**config.mk**
```make
export PLATFORM = sky130hd
export DESIGN_NAME = mem_bus_arbiter
export DESIGN_NICKNAME = d
export VERILOG_FILES = /design/src/rtl/mem_bus_arbiter.sv
export SDC_FILE = /design/constraint.sdc
export NUM_CORES = 1
export LEC_CHECK = 0
export BUFFER_PORTS_ARGS = -buffer_cell sky130_fd_sc_hd__buf_2
export CAP_MARGIN = 0
export CORE_ASPECT_RATIO = 1.4
export CORE_MARGIN = 5
export CORE_UTILIZATION = 44
export CTS_CLUSTER_DIAMETER = 30
export CTS_CLUSTER_SIZE = 30
export DETAILED_ROUTE_END_ITERATION = 8
export PLACE_DENSITY_LB_ADDON = 0.3
export SLEW_MARGIN = 10
export SYNTH_ARGS = -nofsm -noshare
export SYNTH_HDL_FRONTEND = slang
export SYNTH_SLANG_ARGS = --single-unit
```
**constraint.sdc**
```tcl
create_clock -name clk -period 3.9 [get_ports clk]
set_input_delay 0.78 -clock clk [delete_from_list [all_inputs] [get_ports clk]]
set_output_delay 0.78 -clock clk [all_outputs]
set_load 0.01 [all_outputs]
```
**src/rtl/mem_bus_arbiter.sv**
```systemverilog
// Round-robin arbiter sharing a single memory port between two cache controllers.
// Serialises accesses, returns data/done per port and broadcasts write snoop-invalidates.
module mem_bus_arbiter #(
  parameter int unsigned AW      = 8,
  parameter int unsigned DW      = 8,
  parameter int unsigned TIMEOUT = 64
) (
  input  logic          clk,
  input  logic          rst,
  input  logic          req1,
  input  logic          req2,
  input  logic          we1,
  input  logic          we2,
  input  logic [AW-1:0] addr1,
  input  logic [AW-1:0] addr2,
  input  logic [DW-1:0] wdata1,
  input  logic [DW-1:0] wdata2,
  output logic          gnt1,
  output logic          gnt2,
  output logic          done1,
  output logic          done2,
  output logic [DW-1:0] rdata1,
  output logic [DW-1:0] rdata2,
  output logic          err1,
  output logic          err2,
  output logic          inv1,
  output logic          inv2,
  output logic [AW-1:0] inv_addr1,
  output logic [AW-1:0] inv_addr2,
  output logic          mem_rd_en,
  output logic          mem_wr_en,
  output logic [AW-1:0] mem_addr,
  output logic [DW-1:0] mem_wdata,
  input  logic [DW-1:0] mem_rdata,
  input  logic          mem_rd_done,
  input  logic          mem_wr_done
);

  localparam int unsigned TW = (TIMEOUT > 2) ? $clog2(TIMEOUT) : 1;
  localparam logic [TW-1:0] TLAST = TW'(TIMEOUT - 1);

  typedef enum logic [1:0] {IDLE, ACCESS, RESP} state_t;

  state_t        state_q, state_d;
  logic          owner_q, owner_d;   // 0 = port 1, 1 = port 2
  logic          last_q, last_d;     // port that was served most recently
  logic          we_q, we_d;
  logic [TW-1:0] timer_q, timer_d;

  logic          gnt1_d, gnt2_d, done1_d, done2_d, err1_d, err2_d, inv1_d, inv2_d;
  logic [DW-1:0] rdata1_d, rdata2_d, mem_wdata_d;
  logic [AW-1:0] inv_addr1_d, inv_addr2_d, mem_addr_d;
  logic          mem_rd_en_d, mem_wr_en_d;
  logic          pick2, hit;

  // State and registered outputs
  always_ff @(posedge clk or negedge rst) begin
    if (!rst) begin
      state_q   <= IDLE;
      owner_q   <= 1'b0;
      last_q    <= 1'b1;
      we_q      <= 1'b0;
      timer_q   <= '0;
      gnt1      <= 1'b0;
      gnt2      <= 1'b0;
      done1     <= 1'b0;
      done2     <= 1'b0;
      err1      <= 1'b0;
      err2      <= 1'b0;
      inv1      <= 1'b0;
      inv2      <= 1'b0;
      rdata1    <= '0;
      rdata2    <= '0;
      inv_addr1 <= '0;
      inv_addr2 <= '0;
      mem_rd_en <= 1'b0;
      mem_wr_en <= 1'b0;
      mem_addr  <= '0;
      mem_wdata <= '0;
    end else begin
      state_q   <= state_d;
      owner_q   <= owner_d;
      last_q    <= last_d;
      we_q      <= we_d;
      timer_q   <= timer_d;
      gnt1      <= gnt1_d;
      gnt2      <= gnt2_d;
      done1     <= done1_d;
      done2     <= done2_d;
      err1      <= err1_d;
      err2      <= err2_d;
      inv1      <= inv1_d;
      inv2      <= inv2_d;
      rdata1    <= rdata1_d;
      rdata2    <= rdata2_d;
      inv_addr1 <= inv_addr1_d;
      inv_addr2 <= inv_addr2_d;
      mem_rd_en <= mem_rd_en_d;
      mem_wr_en <= mem_wr_en_d;
      mem_addr  <= mem_addr_d;
      mem_wdata <= mem_wdata_d;
    end
  end

  // Next state and next output values
  always_comb begin
    state_d     = state_q;
    owner_d     = owner_q;
    last_d      = last_q;
    we_d        = we_q;
    timer_d     = timer_q;
    gnt1_d      = gnt1;
    gnt2_d      = gnt2;
    done1_d     = 1'b0;
    done2_d     = 1'b0;
    err1_d      = 1'b0;
    err2_d      = 1'b0;
    inv1_d      = 1'b0;
    inv2_d      = 1'b0;
    rdata1_d    = rdata1;
    rdata2_d    = rdata2;
    inv_addr1_d = inv_addr1;
    inv_addr2_d = inv_addr2;
    mem_rd_en_d = mem_rd_en;
    mem_wr_en_d = mem_wr_en;
    mem_addr_d  = mem_addr;
    mem_wdata_d = mem_wdata;
    pick2       = 1'b0;
    hit         = 1'b0;

    case (state_q)
      IDLE: begin
        if (req1 || req2) begin
          // Under contention the port not served last time wins
          pick2       = req2 && (!req1 || !last_q);
          owner_d     = pick2;
          we_d        = pick2 ? we2 : we1;
          mem_addr_d  = pick2 ? addr2 : addr1;
          mem_wdata_d = pick2 ? wdata2 : wdata1;
          mem_rd_en_d = !we_d;
          mem_wr_en_d = we_d;
          gnt1_d      = !pick2;
          gnt2_d      = pick2;
          timer_d     = '0;
          state_d     = ACCESS;
        end
      end

      ACCESS: begin
        hit = we_q ? mem_wr_done : mem_rd_done;
        if (hit) begin
          state_d     = RESP;
          mem_rd_en_d = 1'b0;
          mem_wr_en_d = 1'b0;
          done1_d     = !owner_q;
          done2_d     = owner_q;
          if (!we_q) begin
            if (owner_q) rdata2_d = mem_rdata;
            else         rdata1_d = mem_rdata;
          end else if (owner_q) begin
            inv1_d      = 1'b1;
            inv_addr1_d = mem_addr;
          end else begin
            inv2_d      = 1'b1;
            inv_addr2_d = mem_addr;
          end
        end else if (timer_q == TLAST) begin
          state_d     = RESP;
          mem_rd_en_d = 1'b0;
          mem_wr_en_d = 1'b0;
          err1_d      = !owner_q;
          err2_d      = owner_q;
        end else begin
          timer_d = timer_q + TW'(1);
        end
      end

      RESP: begin
        gnt1_d  = 1'b0;
        gnt2_d  = 1'b0;
        last_d  = owner_q;
        state_d = IDLE;
      end

      default: state_d = IDLE;
    endcase
  end

endmodule

```
==> After elaboration in Yosys (flattened, before gate mapping) <==
Index checks and enable logic that the tools add are counted.
{ "totals": {"ff_bits": 69, "input_bits": 48, "output_inout_bits": 58, "wordCells": 91} }
{ "op_classes": {"addsub": 1, "eq_ne": 7, "muxes": 40, "n_bitwise": 2, "reduce_logical": 20} }
{ "op_table": {"columns": ["operator", "n"], "rows": [
  ["1-bit 2-to-1 mux", 26],
  ["4-bit AND reduction", 5],
  ["6-bit 2-to-1 mux", 3],
  ["8-bit 2-to-1 mux", 2],
  ["6-bit one-hot mux with 2 select lines", 1],
  ["1-bit one-hot mux with 2 select lines", 4],
  ["6-bit by 1-bit adder with 6-bit output (second input constant)", 1],
  ["6-bit equality test (second input constant)", 1],
  ["2-bit 2-to-1 mux", 3],
  ["2-bit != test (second input constant)", 3],
  ["2-bit AND reduction", 3],
  ["1-bit zero test", 5],
  ["2-bit one-hot mux with 2 select lines", 1],
  ["2-bit nonzero test", 2],
  ["3-bit != test (second input constant)", 1],
  ["3-bit AND reduction", 1],
  ["2-bit by 1-bit equality test with 1-bit output (second input constant)", 1],
  ["2-bit equality test (second input constant)", 1],
  ["2-bit zero test", 1],
  ["1-bit logical OR", 2],
  ["1-bit inverter", 2],
  ["1-bit logical AND", 1]
]} }

==> Logic depth before layout (Yosys ltp) <==
{ "logic_depth": {"ltp_word": 7, "depth_mapped": 6, "mapped_depth_nobuf": 5} }

==> Least setup slack after synthesis <==
Ideal clock, no wire load.
{ "synth_path": {"path_kind": "input-to-reg", "start": "in mem_wr_done", "end": "reg timer_q[5]", "setup_ns": 0.140, "arrival_time_ns": 1.745, "t_required_ns": 3.760, "slack_ns": 2.016, "path_stages": 4, "path_cell_list": "mux2i_1 -> o211ai_1 -> o311ai_0 -> o41ai_1"} }
{ "synth_via": {"elab_chain_len": 3} }
{ "synth_rtl": {"columns": ["element", "line", "source"], "rows": [
  ["start: declaration", "36", "input logic mem_wr_done"],
  ["1-bit 2-to-1 mux", "150", "hit = we_q ? mem_wr_done : mem_rd_done;"],
  ["2-bit != test (no source line)", null, null],
  ["4-bit AND reduction (no source line)", null, null],
  ["end signal: assignment", "85", "timer_q <= timer_d;"],
  ["end: declaration", "48", "logic [TW-1:0] timer_q, timer_d;"]
]} }
No other way between the ends.
A chain may end at the register's enable or synchronous reset.

==> Worst setup path after layout <==
Ends and elaborated chain as after synthesis.

==> results.tsv <==
stage	metric	value	unit
synth	Seq/Total Area, Yosys	60.28	%
sta	Slew HR	34.78	%
detailed_routing	Pre-antenna DRT Iters	4	
synth	Synth Area in Compound Gates	9.079	%
synth	Post-Syn Nets	284	
detailed_routing	post-route ant nets	0	
sta	fmax	537.4	MHz
sta	clock skew	0.01515	ns
floorplanning	Die Ht	105.5	um
clocking	Worst-path clk slew	0.08	ns
clocking	worst-skew pair later-pin latency	0.33	ns
setup_path	largest fanout on the critical path	8	
place	dpl cell area	3460	sq um
floorplanning	core area	6296	sq um
sta	pins over their slew limit	0	
setup_path	kind of critical path	in -> reg	
synth	Mean Syn Cell Area	12.20	sq um
place	GPL Wtd Cong	0.7638	
detailed_routing	WL/cell	15.62	um
floorplanning	die width	78.22	um
pwr	Pwr Total	2.957	mW
setup_path	Worst path max stage delay	0.40	ns
finish	most common cell after layout, fill and taps aside	buf_2	
clocking	Setup Fix Bufs, Post-CTS	0	
clocking	H-tree levels	3	
setup_path	Crit. End Element	flip-flop	
clocking	CTS sink count	69	
setup_path	Worst path slowest cell	o311ai_0	
pwr	Worst VDD drop	0.4167	mV
grt	grt ovf	0	
sta	setup violators final	0	
grt	gr usage total	16.45	%
clocking	CTS tree	done	
sta	RSZ-0062 raised after global routing	no	
sta	Fin. Hold Viols	0	
sta	setup TNS	0	ns
detailed_routing	drt total wl	6.593	mm
grt	vias in the first global route	2252	
setup_path	Crit path arrival time	2.06	ns
grt	met3 usage	3.498	%
floorplanning	starting density of the core	45.53	%
synth	mux share of post-synthesis cell area	15.06	%
setup_path	CP cell instances	buf_2 > mux2i_1 > o211ai_1 > o311ai_0 > o41ai_1	
grt	grt met1 use	20.34	%
place	Port Buf Inserts	105	
place	DP HPWL	4.927	mm
clocking	CTS root buffer	clkbuf_8	
pwr	Leak	1.835	nW
grt	Global Route met2 Usage	27.88	%
detailed_routing	via count	2178	
synth	Synth cell types	41	
synth	#FFs+latches synth	69	
synth	largest family of logic cells by synthesized area	multiplexers	
grt	first-pass GRT wire length	10.70	mm
synth	Mapped Area	2866	sq um
setup_path	kind of start point of the critical path	input pin	
grt	largest net degree at the start of global routing	45	
outcome	status	completed	
finish	area grow syn2layout	27.54	%
setup_path	Worst Path Required	4.10	ns
finish	layout cells sized above 1	47.71	%
finish	nets	394	
min_path	Hold Path Class	reg -> reg	
clocking	hold-fix buffers at CTS	0	
sta	post-layout min period	1.861	ns
synth	Synth Area in Adders	0.4365	%
synth	xor and xnor area share after synthesis	0	%
floorplanning	Die ar.	8252	sq um
clocking	PostCTS Resize Cnt	0	
clocking	Num CTS Buffers	9	
pwr	pwr/cell area	808.9	nW/um^2
finish	most frequent cells in the layout	105 x buf_2, 68 x dfrtp_1, 39 x nand2_1	
clocking	Max Root-Sink Buffers	2	
sta	Worst-Margin Slew	0.9784	ns
run	max_cap viols	0	
synth	Post-Syn Instances	235	
finish	ANT cells	0	
detailed_routing	Iter 0 DRT Violations	69	
detailed_routing	Remaining DRCs	0	
synth	Post-Synth Simple-Gate Area	13.05	%
detailed_routing	DR vias/cell	5.161	
synth	Syn. warnings	0	
floorplanning	Rows	34	
grt	GR peak layer	met2	
grt	initial antenna violation count	0	
floorplanning	I/O pin count	106	
finish	Final Cell Area	3656	sq um
sta	Tcrit/Tclk final	47.72	%
flip-flops by register name, indices dropped and copies added (netlist names), 2 cells and up:
| register | count |
|---|---|
| inv_addr1 | 8 |
| inv_addr2 | 8 |
| mem_addr | 8 |
| mem_wdata | 8 |
| rdata1 | 8 |
| rdata2 | 8 |
| state_q | 2 |
| timer_q | 6 |
Yosys cell counts (all sizes together):
master,number,share of area (%)
dfstp,1,0.92
or4b,1,0.48
a22o,1,0.31
o21bai,1,0.26
o21a,2,0.52
a21oi,2,0.35
nor2,21,2.8
mux2,33,14
clkbuf,7,0.92
a21boi,1,0.26
o311ai,1,0.31
nor3,3,0.70
o21ai,5,0.87
and3,1,0.22
a31oi,16,3.5
mux2i,3,1.0
nand3,5,0.87
a21o,2,0.52
nor3b,1,0.65
ha,1,0.44
nand2,40,5.3
inv,2,0.26
o2bb2ai,1,0.31
and2b,2,0.57
o311a,1,0.35
nand2b,2,0.70
a32oi,2,0.61
nand3b,1,0.26
o211ai,1,0.26
o41ai,1,0.31
buf,3,0.92
nor4,2,0.44
a21bo,1,0.35
dfrtp,68,59
critical path, delay by kind of cell:
kind / cells / cell delay (ns)
AOI/OAI and AO/OA: 3 / 0.86
buffers and inverters: 1 / 0.11
muxes: 1 / 0.32
logic make-up after synthesis:
logic type      count (synthesis)
simple gates                   79
flops                          69
compound gates                 38
mux                            36
buf+inv                        12
fa+ha+maj                       1
final cells by class:
class | instances | area, sq um
fillers | 545 | 2640
flip-flops and latches | 69 | 1728
multi-input cells | 154 | 1079
repair buffers | 109 | 555.5
clock buffers | 9 | 123.9
well taps | 72 | 90.09
clock inverters | 7 | 72.57
inverters | 2 | 7.507
stage by stage:
step | instances | setup WS, ns | util (%) | hold WS [ns]
after floorplan | 235 | 2.016 | - | 0.4610
after global placement | 406 | 1.791 | 54.95 | 0.4567
after detailed placement | 406 | 1.685 | 54.95 | 0.4676
after CTS | 422 | 2.039 | 58.07 | 0.4886
after global routing | 422 | 1.813 | 58.07 | 0.5203
final | 422 | 2.039 | 58.07 | 0.4879
worst paths after layout:
kind	from	end	slack, ns	cells after the start
max	mem_wr_done	timer_q[5]$_DFFE_PN0P_	2.04	5
min	mem_wdata[7]$_DFFE_PN0P_	mem_wdata[7]$_DFFE_PN0P_	0.49	2
max reg2reg	timer_q[0]$_DFFE_PN0P_	mem_rd_en$_DFFE_PN0P_	2.04	5
min reg2reg	mem_wdata[7]$_DFFE_PN0P_	mem_wdata[7]$_DFFE_PN0P_	0.49	2
max in group asynchronous	rst	rdata2[4]$_DFFE_PN0P_	2.41	2
min in group asynchronous	rst	timer_q[4]$_DFFE_PN0P_	0.59	1
layer usage:
metal | vias to the layer above | wire length [um] | share of wire [%]
li1 | 1053 | - | -
met1 | 1057 | 2744 | 42
met2 | 60 | 3424 | 52
met3 | 8 | 340 | 5.2
met4 | 0 | 83 | 1.3
met5 | - | 0 | 0
power breakdown:
part           switching [mW]  total [mW]  internal (mW)
clock                   0.273       0.571          0.297
combinational           0.595        1.14          0.547
sequential              0.210        1.24           1.04
No activity file was read; power rests on OpenSTA's default activity.
